===== src/rtl/pzcorebus_pkg.sv =====
`default_nettype none
// ============================================================================
// Module      : pzcorebus_pkg
// Description : Bus profile type, packed-beat width helpers and the skid
//               buffer state encoding shared by the corebus slice blocks.
// Revision    : 1.0 - initial release
// ============================================================================
package pzcorebus_pkg;

  typedef struct packed {
    int id_width;
    int address_width;
    int length_width;
    int data_width;
  } pzcorebus_config;

  localparam pzcorebus_config PZCOREBUS_DEFAULT_CONFIG = '{
    id_width:      4,
    address_width: 16,
    length_width:  4,
    data_width:    16
  };

  localparam int PZCOREBUS_COMMAND_WIDTH  = 2;
  localparam int PZCOREBUS_RESPONSE_WIDTH = 2;

  typedef enum logic [1:0] {
    SKID_EMPTY = 2'd0,
    SKID_ONE   = 2'd1,
    SKID_TWO   = 2'd2
  } pzcorebus_skid_state;

  // Packed request: {mcmd, mid, maddr, mlength}
  function automatic int get_request_width(pzcorebus_config cfg);
    return PZCOREBUS_COMMAND_WIDTH + cfg.id_width + cfg.address_width + cfg.length_width;
  endfunction

  // Packed write data: {mdata, mdata_last}
  function automatic int get_data_width(pzcorebus_config cfg);
    return cfg.data_width + 1;
  endfunction

  // Packed response: {sresp, sid, sdata, sresp_last}
  function automatic int get_response_width(pzcorebus_config cfg);
    return PZCOREBUS_RESPONSE_WIDTH + cfg.id_width + cfg.data_width + 1;
  endfunction

endpackage
`default_nettype wire


===== src/rtl/pzcorebus_if.sv =====
`default_nettype none
// ============================================================================
// Module      : pzcorebus_if
// Description : Corebus command / write-data / response channel bundle with
//               master and slave views.
// Revision    : 1.0 - initial release
// ============================================================================
interface pzcorebus_if
  import pzcorebus_pkg::*;
#(
  parameter pzcorebus_config BUS_CONFIG = PZCOREBUS_DEFAULT_CONFIG
) ();

  localparam int ID_WIDTH     = BUS_CONFIG.id_width;
  localparam int ADDR_WIDTH   = BUS_CONFIG.address_width;
  localparam int LENGTH_WIDTH = BUS_CONFIG.length_width;
  localparam int DATA_WIDTH   = BUS_CONFIG.data_width;

  logic                                mcmd_valid;
  logic                                scmd_accept;
  logic [PZCOREBUS_COMMAND_WIDTH-1:0]  mcmd;
  logic [ID_WIDTH-1:0]                 mid;
  logic [ADDR_WIDTH-1:0]               maddr;
  logic [LENGTH_WIDTH-1:0]             mlength;

  logic                                mdata_valid;
  logic                                sdata_accept;
  logic [DATA_WIDTH-1:0]               mdata;
  logic                                mdata_last;

  logic                                sresp_valid;
  logic                                mresp_accept;
  logic [PZCOREBUS_RESPONSE_WIDTH-1:0] sresp;
  logic [ID_WIDTH-1:0]                 sid;
  logic [DATA_WIDTH-1:0]               sdata;
  logic                                sresp_last;

  modport master (
    output mcmd_valid, mcmd, mid, maddr, mlength,
    input  scmd_accept,
    output mdata_valid, mdata, mdata_last,
    input  sdata_accept,
    input  sresp_valid, sresp, sid, sdata, sresp_last,
    output mresp_accept
  );

  modport slave (
    input  mcmd_valid, mcmd, mid, maddr, mlength,
    output scmd_accept,
    input  mdata_valid, mdata, mdata_last,
    output sdata_accept,
    output sresp_valid, sresp, sid, sdata, sresp_last,
    input  mresp_accept
  );

endinterface
`default_nettype wire


===== src/rtl/pzcorebus_skid_slice_unit.sv =====
`default_nettype none
// ============================================================================
// Module      : pzcorebus_skid_slice_unit
// Description : Generic 2-entry skid buffer; valid, accept and data all leave
//               from flops. o_full exists only with
//               PZCOREBUS_SKID_SLICE_STALL_COUNT_EN defined.
// Revision    : 1.0 - initial release
// ============================================================================
module pzcorebus_skid_slice_unit
  import pzcorebus_pkg::*;
#(
  parameter int WIDTH = 8
) (
  input  logic             i_clk,
  input  logic             i_rst,
`ifdef PZCOREBUS_SKID_SLICE_STALL_COUNT_EN
  output logic             o_full,
`endif
  input  logic             i_valid,
  output logic             o_accept,
  input  logic [WIDTH-1:0] i_data,
  output logic             o_valid,
  input  logic             i_accept,
  output logic [WIDTH-1:0] o_data
);

  pzcorebus_skid_state state_d, state_q;
  logic                valid_d, valid_q;
  logic                accept_d, accept_q;
  logic [WIDTH-1:0]    head_d, head_q;
  logic [WIDTH-1:0]    tail_d, tail_q;
  logic                w_push;
  logic                w_pop;

  assign w_push = i_valid & accept_q;
  assign w_pop  = valid_q & i_accept;

  // head always holds the oldest beat; tail is only occupied in TWO
  always_comb begin
    state_d = state_q;
    head_d  = head_q;
    tail_d  = tail_q;
    case (state_q)
      SKID_EMPTY: begin
        if (w_push) begin
          state_d = SKID_ONE;
          head_d  = i_data;
        end
      end
      SKID_ONE: begin
        if (w_push && w_pop) begin
          head_d = i_data;
        end else if (w_push) begin
          state_d = SKID_TWO;
          tail_d  = i_data;
        end else if (w_pop) begin
          state_d = SKID_EMPTY;
        end
      end
      SKID_TWO: begin
        if (w_pop) begin
          state_d = SKID_ONE;
          head_d  = tail_q;
        end
      end
      default: begin
        state_d = SKID_EMPTY;
      end
    endcase
    valid_d  = (state_d != SKID_EMPTY);
    accept_d = (state_d != SKID_TWO);
  end

  always_ff @(posedge i_clk) begin
    if (i_rst) begin
      state_q  <= SKID_EMPTY;
      valid_q  <= 1'b0;
      accept_q <= 1'b1;
    end else begin
      state_q  <= state_d;
      valid_q  <= valid_d;
      accept_q <= accept_d;
    end
  end

  always_ff @(posedge i_clk) begin
    head_q <= head_d;
    tail_q <= tail_d;
  end

  assign o_valid  = valid_q;
  assign o_accept = accept_q;
  assign o_data   = head_q;
`ifdef PZCOREBUS_SKID_SLICE_STALL_COUNT_EN
  assign o_full   = (state_q == SKID_TWO);
`endif

endmodule
`default_nettype wire


===== src/rtl/pzcorebus_skid_slice.sv =====
`default_nettype none
// ============================================================================
// Module      : pzcorebus_skid_slice
// Description : Fully registered corebus slice: one skid unit per channel.
//               Define PZCOREBUS_SKID_SLICE_STALL_COUNT_EN to build the
//               saturating full-cycle counter; otherwise o_stall_count is 0.
// Revision    : 1.0 - initial release
// ============================================================================
module pzcorebus_skid_slice
  import pzcorebus_pkg::*;
#(
  parameter pzcorebus_config BUS_CONFIG        = PZCOREBUS_DEFAULT_CONFIG,
  parameter int              STALL_COUNT_WIDTH = 16
) (
  input  logic                         i_clk,
  input  logic                         i_rst,
  pzcorebus_if.slave                   slave_if,
  pzcorebus_if.master                  master_if,
  output logic [STALL_COUNT_WIDTH-1:0] o_stall_count
);

  localparam int REQ_WIDTH  = get_request_width(BUS_CONFIG);
  localparam int DATA_WIDTH = get_data_width(BUS_CONFIG);
  localparam int RESP_WIDTH = get_response_width(BUS_CONFIG);

  logic [REQ_WIDTH-1:0]  w_cmd_in, w_cmd_out;
  logic [DATA_WIDTH-1:0] w_data_in, w_data_out;
  logic [RESP_WIDTH-1:0] w_resp_in, w_resp_out;
`ifdef PZCOREBUS_SKID_SLICE_STALL_COUNT_EN
  logic                  w_cmd_full, w_data_full, w_resp_full;
`endif

  // Field order here must match the packing helpers in pzcorebus_pkg
  assign w_cmd_in  = {slave_if.mcmd, slave_if.mid, slave_if.maddr, slave_if.mlength};
  assign w_data_in = {slave_if.mdata, slave_if.mdata_last};
  assign w_resp_in = {master_if.sresp, master_if.sid, master_if.sdata, master_if.sresp_last};

  assign {master_if.mcmd, master_if.mid, master_if.maddr, master_if.mlength} = w_cmd_out;
  assign {master_if.mdata, master_if.mdata_last}                            = w_data_out;
  assign {slave_if.sresp, slave_if.sid, slave_if.sdata, slave_if.sresp_last} = w_resp_out;

  pzcorebus_skid_slice_unit #(
    .WIDTH (REQ_WIDTH)
  ) u_cmd_unit (
    .i_clk    (i_clk),
    .i_rst    (i_rst),
`ifdef PZCOREBUS_SKID_SLICE_STALL_COUNT_EN
    .o_full   (w_cmd_full),
`endif
    .i_valid  (slave_if.mcmd_valid),
    .o_accept (slave_if.scmd_accept),
    .i_data   (w_cmd_in),
    .o_valid  (master_if.mcmd_valid),
    .i_accept (master_if.scmd_accept),
    .o_data   (w_cmd_out)
  );

  pzcorebus_skid_slice_unit #(
    .WIDTH (DATA_WIDTH)
  ) u_data_unit (
    .i_clk    (i_clk),
    .i_rst    (i_rst),
`ifdef PZCOREBUS_SKID_SLICE_STALL_COUNT_EN
    .o_full   (w_data_full),
`endif
    .i_valid  (slave_if.mdata_valid),
    .o_accept (slave_if.sdata_accept),
    .i_data   (w_data_in),
    .o_valid  (master_if.mdata_valid),
    .i_accept (master_if.sdata_accept),
    .o_data   (w_data_out)
  );

  // Response flows downstream-to-upstream
  pzcorebus_skid_slice_unit #(
    .WIDTH (RESP_WIDTH)
  ) u_resp_unit (
    .i_clk    (i_clk),
    .i_rst    (i_rst),
`ifdef PZCOREBUS_SKID_SLICE_STALL_COUNT_EN
    .o_full   (w_resp_full),
`endif
    .i_valid  (master_if.sresp_valid),
    .o_accept (master_if.mresp_accept),
    .i_data   (w_resp_in),
    .o_valid  (slave_if.sresp_valid),
    .i_accept (slave_if.mresp_accept),
    .o_data   (w_resp_out)
  );

`ifdef PZCOREBUS_SKID_SLICE_STALL_COUNT_EN
  logic                         w_any_full;
  logic [STALL_COUNT_WIDTH-1:0] stall_count_d, stall_count_q;

  assign w_any_full = w_cmd_full | w_data_full | w_resp_full;

  always_comb begin
    stall_count_d = stall_count_q;
    if (w_any_full && (stall_count_q != {STALL_COUNT_WIDTH{1'b1}})) begin
      stall_count_d = stall_count_q + STALL_COUNT_WIDTH'(1);
    end
  end

  always_ff @(posedge i_clk) begin
    if (i_rst) begin
      stall_count_q <= '0;
    end else begin
      stall_count_q <= stall_count_d;
    end
  end

  assign o_stall_count = stall_count_q;
`else
  assign o_stall_count = '0;
`endif

endmodule
`default_nettype wire


===== src/flat_wrapper.sv =====
// flat-port wrapper written by rule: the top's interface ports become plain ports
module pzcorebus_skid_slice_flat import pzcorebus_pkg::*;
#(
  parameter pzcorebus_config BUS_CONFIG        = PZCOREBUS_DEFAULT_CONFIG,
  parameter int              STALL_COUNT_WIDTH = 16
)
  (i_clk, i_rst, o_stall_count, slave_if_mcmd_valid, slave_if_mcmd, slave_if_mid, slave_if_maddr, slave_if_mlength, slave_if_scmd_accept, slave_if_mdata_valid, slave_if_mdata, slave_if_mdata_last, slave_if_sdata_accept, slave_if_sresp_valid, slave_if_sresp, slave_if_sid, slave_if_sdata, slave_if_sresp_last, slave_if_mresp_accept, master_if_mcmd_valid, master_if_mcmd, master_if_mid, master_if_maddr, master_if_mlength, master_if_scmd_accept, master_if_mdata_valid, master_if_mdata, master_if_mdata_last, master_if_sdata_accept, master_if_sresp_valid, master_if_sresp, master_if_sid, master_if_sdata, master_if_sresp_last, master_if_mresp_accept);
  pzcorebus_if #(.BUS_CONFIG(BUS_CONFIG)) slave_if_i ();
  pzcorebus_if #(.BUS_CONFIG(BUS_CONFIG)) master_if_i ();
  input  logic i_clk;
  input  logic i_rst;
  output logic [STALL_COUNT_WIDTH-1:0] o_stall_count;
  input wire logic [$bits(slave_if_i.mcmd_valid)-1:0] slave_if_mcmd_valid;
  input wire logic [$bits(slave_if_i.mcmd)-1:0] slave_if_mcmd;
  input wire logic [$bits(slave_if_i.mid)-1:0] slave_if_mid;
  input wire logic [$bits(slave_if_i.maddr)-1:0] slave_if_maddr;
  input wire logic [$bits(slave_if_i.mlength)-1:0] slave_if_mlength;
  output wire logic [$bits(slave_if_i.scmd_accept)-1:0] slave_if_scmd_accept;
  input wire logic [$bits(slave_if_i.mdata_valid)-1:0] slave_if_mdata_valid;
  input wire logic [$bits(slave_if_i.mdata)-1:0] slave_if_mdata;
  input wire logic [$bits(slave_if_i.mdata_last)-1:0] slave_if_mdata_last;
  output wire logic [$bits(slave_if_i.sdata_accept)-1:0] slave_if_sdata_accept;
  output wire logic [$bits(slave_if_i.sresp_valid)-1:0] slave_if_sresp_valid;
  output wire logic [$bits(slave_if_i.sresp)-1:0] slave_if_sresp;
  output wire logic [$bits(slave_if_i.sid)-1:0] slave_if_sid;
  output wire logic [$bits(slave_if_i.sdata)-1:0] slave_if_sdata;
  output wire logic [$bits(slave_if_i.sresp_last)-1:0] slave_if_sresp_last;
  input wire logic [$bits(slave_if_i.mresp_accept)-1:0] slave_if_mresp_accept;
  output wire logic [$bits(master_if_i.mcmd_valid)-1:0] master_if_mcmd_valid;
  output wire logic [$bits(master_if_i.mcmd)-1:0] master_if_mcmd;
  output wire logic [$bits(master_if_i.mid)-1:0] master_if_mid;
  output wire logic [$bits(master_if_i.maddr)-1:0] master_if_maddr;
  output wire logic [$bits(master_if_i.mlength)-1:0] master_if_mlength;
  input wire logic [$bits(master_if_i.scmd_accept)-1:0] master_if_scmd_accept;
  output wire logic [$bits(master_if_i.mdata_valid)-1:0] master_if_mdata_valid;
  output wire logic [$bits(master_if_i.mdata)-1:0] master_if_mdata;
  output wire logic [$bits(master_if_i.mdata_last)-1:0] master_if_mdata_last;
  input wire logic [$bits(master_if_i.sdata_accept)-1:0] master_if_sdata_accept;
  input wire logic [$bits(master_if_i.sresp_valid)-1:0] master_if_sresp_valid;
  input wire logic [$bits(master_if_i.sresp)-1:0] master_if_sresp;
  input wire logic [$bits(master_if_i.sid)-1:0] master_if_sid;
  input wire logic [$bits(master_if_i.sdata)-1:0] master_if_sdata;
  input wire logic [$bits(master_if_i.sresp_last)-1:0] master_if_sresp_last;
  output wire logic [$bits(master_if_i.mresp_accept)-1:0] master_if_mresp_accept;
  assign slave_if_i.mcmd_valid = slave_if_mcmd_valid;
  assign slave_if_i.mcmd = slave_if_mcmd;
  assign slave_if_i.mid = slave_if_mid;
  assign slave_if_i.maddr = slave_if_maddr;
  assign slave_if_i.mlength = slave_if_mlength;
  assign slave_if_scmd_accept = slave_if_i.scmd_accept;
  assign slave_if_i.mdata_valid = slave_if_mdata_valid;
  assign slave_if_i.mdata = slave_if_mdata;
  assign slave_if_i.mdata_last = slave_if_mdata_last;
  assign slave_if_sdata_accept = slave_if_i.sdata_accept;
  assign slave_if_sresp_valid = slave_if_i.sresp_valid;
  assign slave_if_sresp = slave_if_i.sresp;
  assign slave_if_sid = slave_if_i.sid;
  assign slave_if_sdata = slave_if_i.sdata;
  assign slave_if_sresp_last = slave_if_i.sresp_last;
  assign slave_if_i.mresp_accept = slave_if_mresp_accept;
  assign master_if_mcmd_valid = master_if_i.mcmd_valid;
  assign master_if_mcmd = master_if_i.mcmd;
  assign master_if_mid = master_if_i.mid;
  assign master_if_maddr = master_if_i.maddr;
  assign master_if_mlength = master_if_i.mlength;
  assign master_if_i.scmd_accept = master_if_scmd_accept;
  assign master_if_mdata_valid = master_if_i.mdata_valid;
  assign master_if_mdata = master_if_i.mdata;
  assign master_if_mdata_last = master_if_i.mdata_last;
  assign master_if_i.sdata_accept = master_if_sdata_accept;
  assign master_if_i.sresp_valid = master_if_sresp_valid;
  assign master_if_i.sresp = master_if_sresp;
  assign master_if_i.sid = master_if_sid;
  assign master_if_i.sdata = master_if_sdata;
  assign master_if_i.sresp_last = master_if_sresp_last;
  assign master_if_mresp_accept = master_if_i.mresp_accept;
  pzcorebus_skid_slice #(.BUS_CONFIG(BUS_CONFIG), .STALL_COUNT_WIDTH(STALL_COUNT_WIDTH)) u_core (.i_clk(i_clk), .i_rst(i_rst), .slave_if(slave_if_i), .master_if(master_if_i), .o_stall_count(o_stall_count));
endmodule

===== config.mk =====
export PLATFORM = sky130hd
export DESIGN_NAME = pzcorebus_skid_slice_flat
export DESIGN_NICKNAME = d
export VERILOG_FILES = /design/src/rtl/pzcorebus_pkg.sv /design/src/rtl/pzcorebus_if.sv /design/src/rtl/pzcorebus_skid_slice_unit.sv /design/src/rtl/pzcorebus_skid_slice.sv /design/src/flat_wrapper.sv
export SDC_FILE = /design/constraint.sdc
export NUM_CORES = 1
export LEC_CHECK = 0
export CAP_MARGIN = 20
export CORE_ASPECT_RATIO = 1.5
export CORE_MARGIN = 1.5
export CORE_UTILIZATION = 45
export CTS_CLUSTER_SIZE = 30
export DETAILED_ROUTE_END_ITERATION = 10
export PLACE_DENSITY = 0.76
export RECOVER_POWER = 50
export SLEW_MARGIN = 20
export SYNTH_ARGS = -nofsm -noshare
export SYNTH_HDL_FRONTEND = slang
export SYNTH_SLANG_ARGS = --single-unit

===== constraint.sdc =====
create_clock -name i_clk -period 4.2 [get_ports i_clk]
set_input_delay 0.84 -clock i_clk [delete_from_list [all_inputs] [get_ports i_clk]]
set_output_delay 0.84 -clock i_clk [all_outputs]
set_load 0.01 [all_outputs]

==> impl_metrics.env <==
export IMPL_drtAntennaViolNets=0
export IMPL_irDropWorstVdd_mv=0.343
export IMPL_hold_buffers=0
export IMPL_drive_above_1_share=0.111
export IMPL_synthesis_instances=347
export IMPL_dp_cells=636
export IMPL_rrSetupSlack_ps=1880
export IMPL_synthTopCellsByArea="edfxtp_1, mux2_4, nand2_1, dfxtp_1, buf_4"
export IMPL_max_stage_delay_ps=920
export IMPL_synth_top_cell_area_share=0.698
export IMPL_coreArea_sq_um=12400
export IMPL_cap_viol_max_count=0
export IMPL_fmax_mhz=348
export IMPL_synth_seq_cells=144
export IMPL_min_to="u_core.u_cmd_unit.o_data[15]"
export IMPL_dr_pass1_iters=4
export IMPL_pin_count=162
export IMPL_synth_edf_count=132
export IMPL_routed_wl_um=10600
export IMPL_hp_class="reg2reg"
export IMPL_leakagePower_uw=0.00283
export IMPL_grt_pass1_wl_um=16900
export IMPL_tns_ps=0
export IMPL_path_delay_family="buffers and inverters"
export IMPL_setup_viol=0
export IMPL_vias=3305
export IMPL_finalWeightedCongestion=0.743
export IMPL_h_tree_depth=4
export IMPL_numPortBuffers=145
export IMPL_grt_pass1_vias=3415
export IMPL_ys_seq_area_frac=0.741
export IMPL_worst_ep_arrival_time_ps=2890
export IMPL_critical_path_slowest_cell="clkbuf_1"
export IMPL_yosys_top_cells_count="edfxtp_1, nand2_1, mux2_4"
export IMPL_syn_cell_area_sq_um=5680
export IMPL_final_nets=573
export IMPL_grtUsageTotal=0.169
export IMPL_cts_buffers_inserted=17
export IMPL_pwr_share_comb=0.119
export IMPL_crit_required_ps=4210
export IMPL_grt_antenna_before_repair=1
export IMPL_p_sw_uw=830
export IMPL_rr_worst_depth=3
export IMPL_cpMostUsedCell="nand2_1"
export IMPL_ys_flop_type="edfxtp_1"
export IMPL_synth_cell_type_count=35
export IMPL_slew_viol_final=0
export IMPL_skew_ps=9.52
export IMPL_slew_headroom=0.0579
export IMPL_area_growth_pct=36.2
export IMPL_clkPwrFrac=0.419
export IMPL_cp_start_kind="primary input"
export IMPL_insertion_delay_ps=400
export IMPL_fp_dieH_um=141
export IMPL_ys_warnings_count=0
export IMPL_async_flop_share=0
export IMPL_cts_tree="yes"
export IMPL_design_area_sq_um=7730
export IMPL_grt_max_degree=28
export IMPL_r2r_start="u_core.u_cmd_unit.state_q[1]"
export IMPL_seqPwrFrac=0.462
export IMPL_fill_cells=922
export IMPL_grt_remaining_overflow=0
export IMPL_p_int_uw=3020
export IMPL_root_buffer="clkbuf_16"
export IMPL_tightestPinTransition_ps=1410
export IMPL_period_share=0.684
export IMPL_p_per_area_nw_per_um2=498
export IMPL_drt_iter0_markers=143
export IMPL_final_cells=669
export IMPL_critPathCaptureType="flop"
export IMPL_yosysMostFrequentCell="edfxtp_1"
export IMPL_cts_clk_slew_worst_paths_ps=60
export IMPL_die_area_sq_um=13300
export IMPL_outcome="finished clean"
export IMPL_netSwitchingFraction=0.215
export IMPL_clock_path_buffers=2
export IMPL_cts_num_sinks=144
export IMPL_hold_depth=2
export IMPL_rsz0062_at_grt="no"
export IMPL_row_count=50
export IMPL_cts_repair_resized=0
export IMPL_syn_avg_cell_area_sq_um=16.4
export IMPL_path_cells="dlygate4sd3_1, nand2_1, nand2_1, nor3_1, clkbuf_1"
export IMPL_drc=0
export IMPL_finalHoldViolCount=0
export IMPL_min_period_ps=2870
export IMPL_synth_top_cell_by_area="edfxtp_1"
export IMPL_critPathMaxFanout=21
export IMPL_placedInstanceArea_sq_um=7180
export IMPL_die_w_um=94.7
export IMPL_cp_num_buf_inv=2
export IMPL_vias_per_cell=4.94
export IMPL_wire_per_inst_um=15.9
export IMPL_dpl_hpwl_um=7280
export IMPL_worstSetupPathType="in2reg"
export IMPL_initial_core_util=0.458
export IMPL_r2r_end="u_core.u_cmd_unit.tail_q[17]"
export IMPL_hp_start="u_core.u_cmd_unit.tail_q[15]"
export IMPL_cts_setup_buffers=0
## routing by layer
layer / up-vias / wire [um] / global-route usage
li1: 1554 / - / -
met1: 1599 / 4130 / 0.185
met2: 139 / 5660 / 0.294
met3: 13 / 688 / 0.0570
met4: 0 / 151 / 0.0660
met5: - / 0 / 0
## through the flow
| step | utilization | setup WS (ps) | power [uW] | hold slack (ps) |
|---|---|---|---|---|
| 6_report | 0.624 | 1330 | 3850 | 505 |
| 5_1_grt | 0.624 | 1170 | 4000 | 523 |
| 4_1_cts | 0.631 | 1760 | 3930 | 508 |
| 3_5_place_dp | 0.579 | 1330 | 2300 | 492 |
| 3_3_place_gp | 0.579 | 1420 | 2280 | 489 |
| 2_1_floorplan | - | 689 | 2040 | 484 |
## cell families (layout without fill, tap and decap cells)
kind of cell,after synthesis,after routing,share of synthesized area
flops,144,144,0.741
simple gates,107,107,0.0825
mux,40,40,0.0992
buf+inv,34,184,0.0478
compound gates,21,21,0.0291
other cells,1,17,0.000661
## layout make-up
cell class	count	area, sq um	share of cell area
multi-input combinational	184	1210	0.156
tap	156	195	0.0252
sequential	144	4200	0.544
clock buffer	18	429	0.0555
antenna	1	2.50	0.000324
clock inverter	14	214	0.0277
timing repair buffer	149	1470	0.190
inverter	3	11.3	0.00146
## power by group through the flow
stage               logic, uW  registers [uW]  clock network (uW)
floorplan                 199            1840                   0
global placement          480            1800                   0
detailed placement        494            1810                   0
CTS                       497            1780                1650
global route              499            1790                1710
finish                    459            1780                1610
## layout by cell type (no fill, tap or decap), types with 2 or more instances in the layout
| master | n |
|---|---|
| a211oi_1 | 3 |
| a21oi_1 | 3 |
| a221o_1 | 4 |
| a221oi_1 | 3 |
| bufinv_16 | 5 |
| clkbuf_1 | 4 |
| clkbuf_16 | 17 |
| clkdlybuf4s50_1 | 73 |
| clkinv_2 | 2 |
| clkinv_4 | 3 |
| clkinvlp_4 | 2 |
| conb_1 | 16 |
| dfxtp_1 | 12 |
| dlygate4sd3_1 | 72 |
| edfxtp_1 | 132 |
| inv_1 | 3 |
| mux2_1 | 19 |
| mux2_2 | 10 |
| mux2_4 | 11 |
| nand2_1 | 86 |
| nand2b_1 | 3 |
| nand4b_1 | 3 |
| nor2_1 | 2 |
| nor2b_4 | 2 |
| nor3_1 | 4 |
| o21ai_0 | 2 |
## worst max-delay path by stage
stage / start / endpoint / slack [ps] / depth (start not counted)
final: slave_if_mresp_accept / u_core.u_resp_unit.tail_q[8] / 1330 / 5
after global routing: slave_if_mresp_accept / u_core.u_resp_unit.tail_q[14] / 1170 / 5
after CTS: master_if_sresp_valid / u_core.u_resp_unit.o_data[14] / 1760 / 4
after detailed placement: master_if_sresp_valid / u_core.u_resp_unit.o_data[9] / 1330 / 4
after global placement: master_if_sresp_valid / u_core.u_resp_unit.o_data[6] / 1420 / 4
after floorplan: master_if_scmd_accept / u_core.u_cmd_unit.o_data[0] / 690 / 3
## worst min-delay path, delay by kind of cell (launching register included)
family,cells,cell delay (ps)
flip-flops,1,320
AND/OR/NAND/NOR,2,80
## registers in the layout (all words and copies together), names as in the netlist
name                         count
u_core.u_cmd_unit.o_data        26
u_core.u_data_unit.o_valid       1
u_core.u_data_unit.o_accept      1
u_core.u_resp_unit.o_accept      1
u_core.u_resp_unit.o_data       23
u_core.u_cmd_unit.o_accept       1
u_core.u_data_unit.tail_q       17
u_core.u_data_unit.o_data       17
u_core.u_data_unit.state_q       2
u_core.u_cmd_unit.state_q        2
u_core.u_resp_unit.tail_q       23
u_core.u_resp_unit.o_valid       1
u_core.u_cmd_unit.o_valid        1
u_core.u_cmd_unit.tail_q        26
u_core.u_resp_unit.state_q       2
Power figures use the tool's default switching activity.
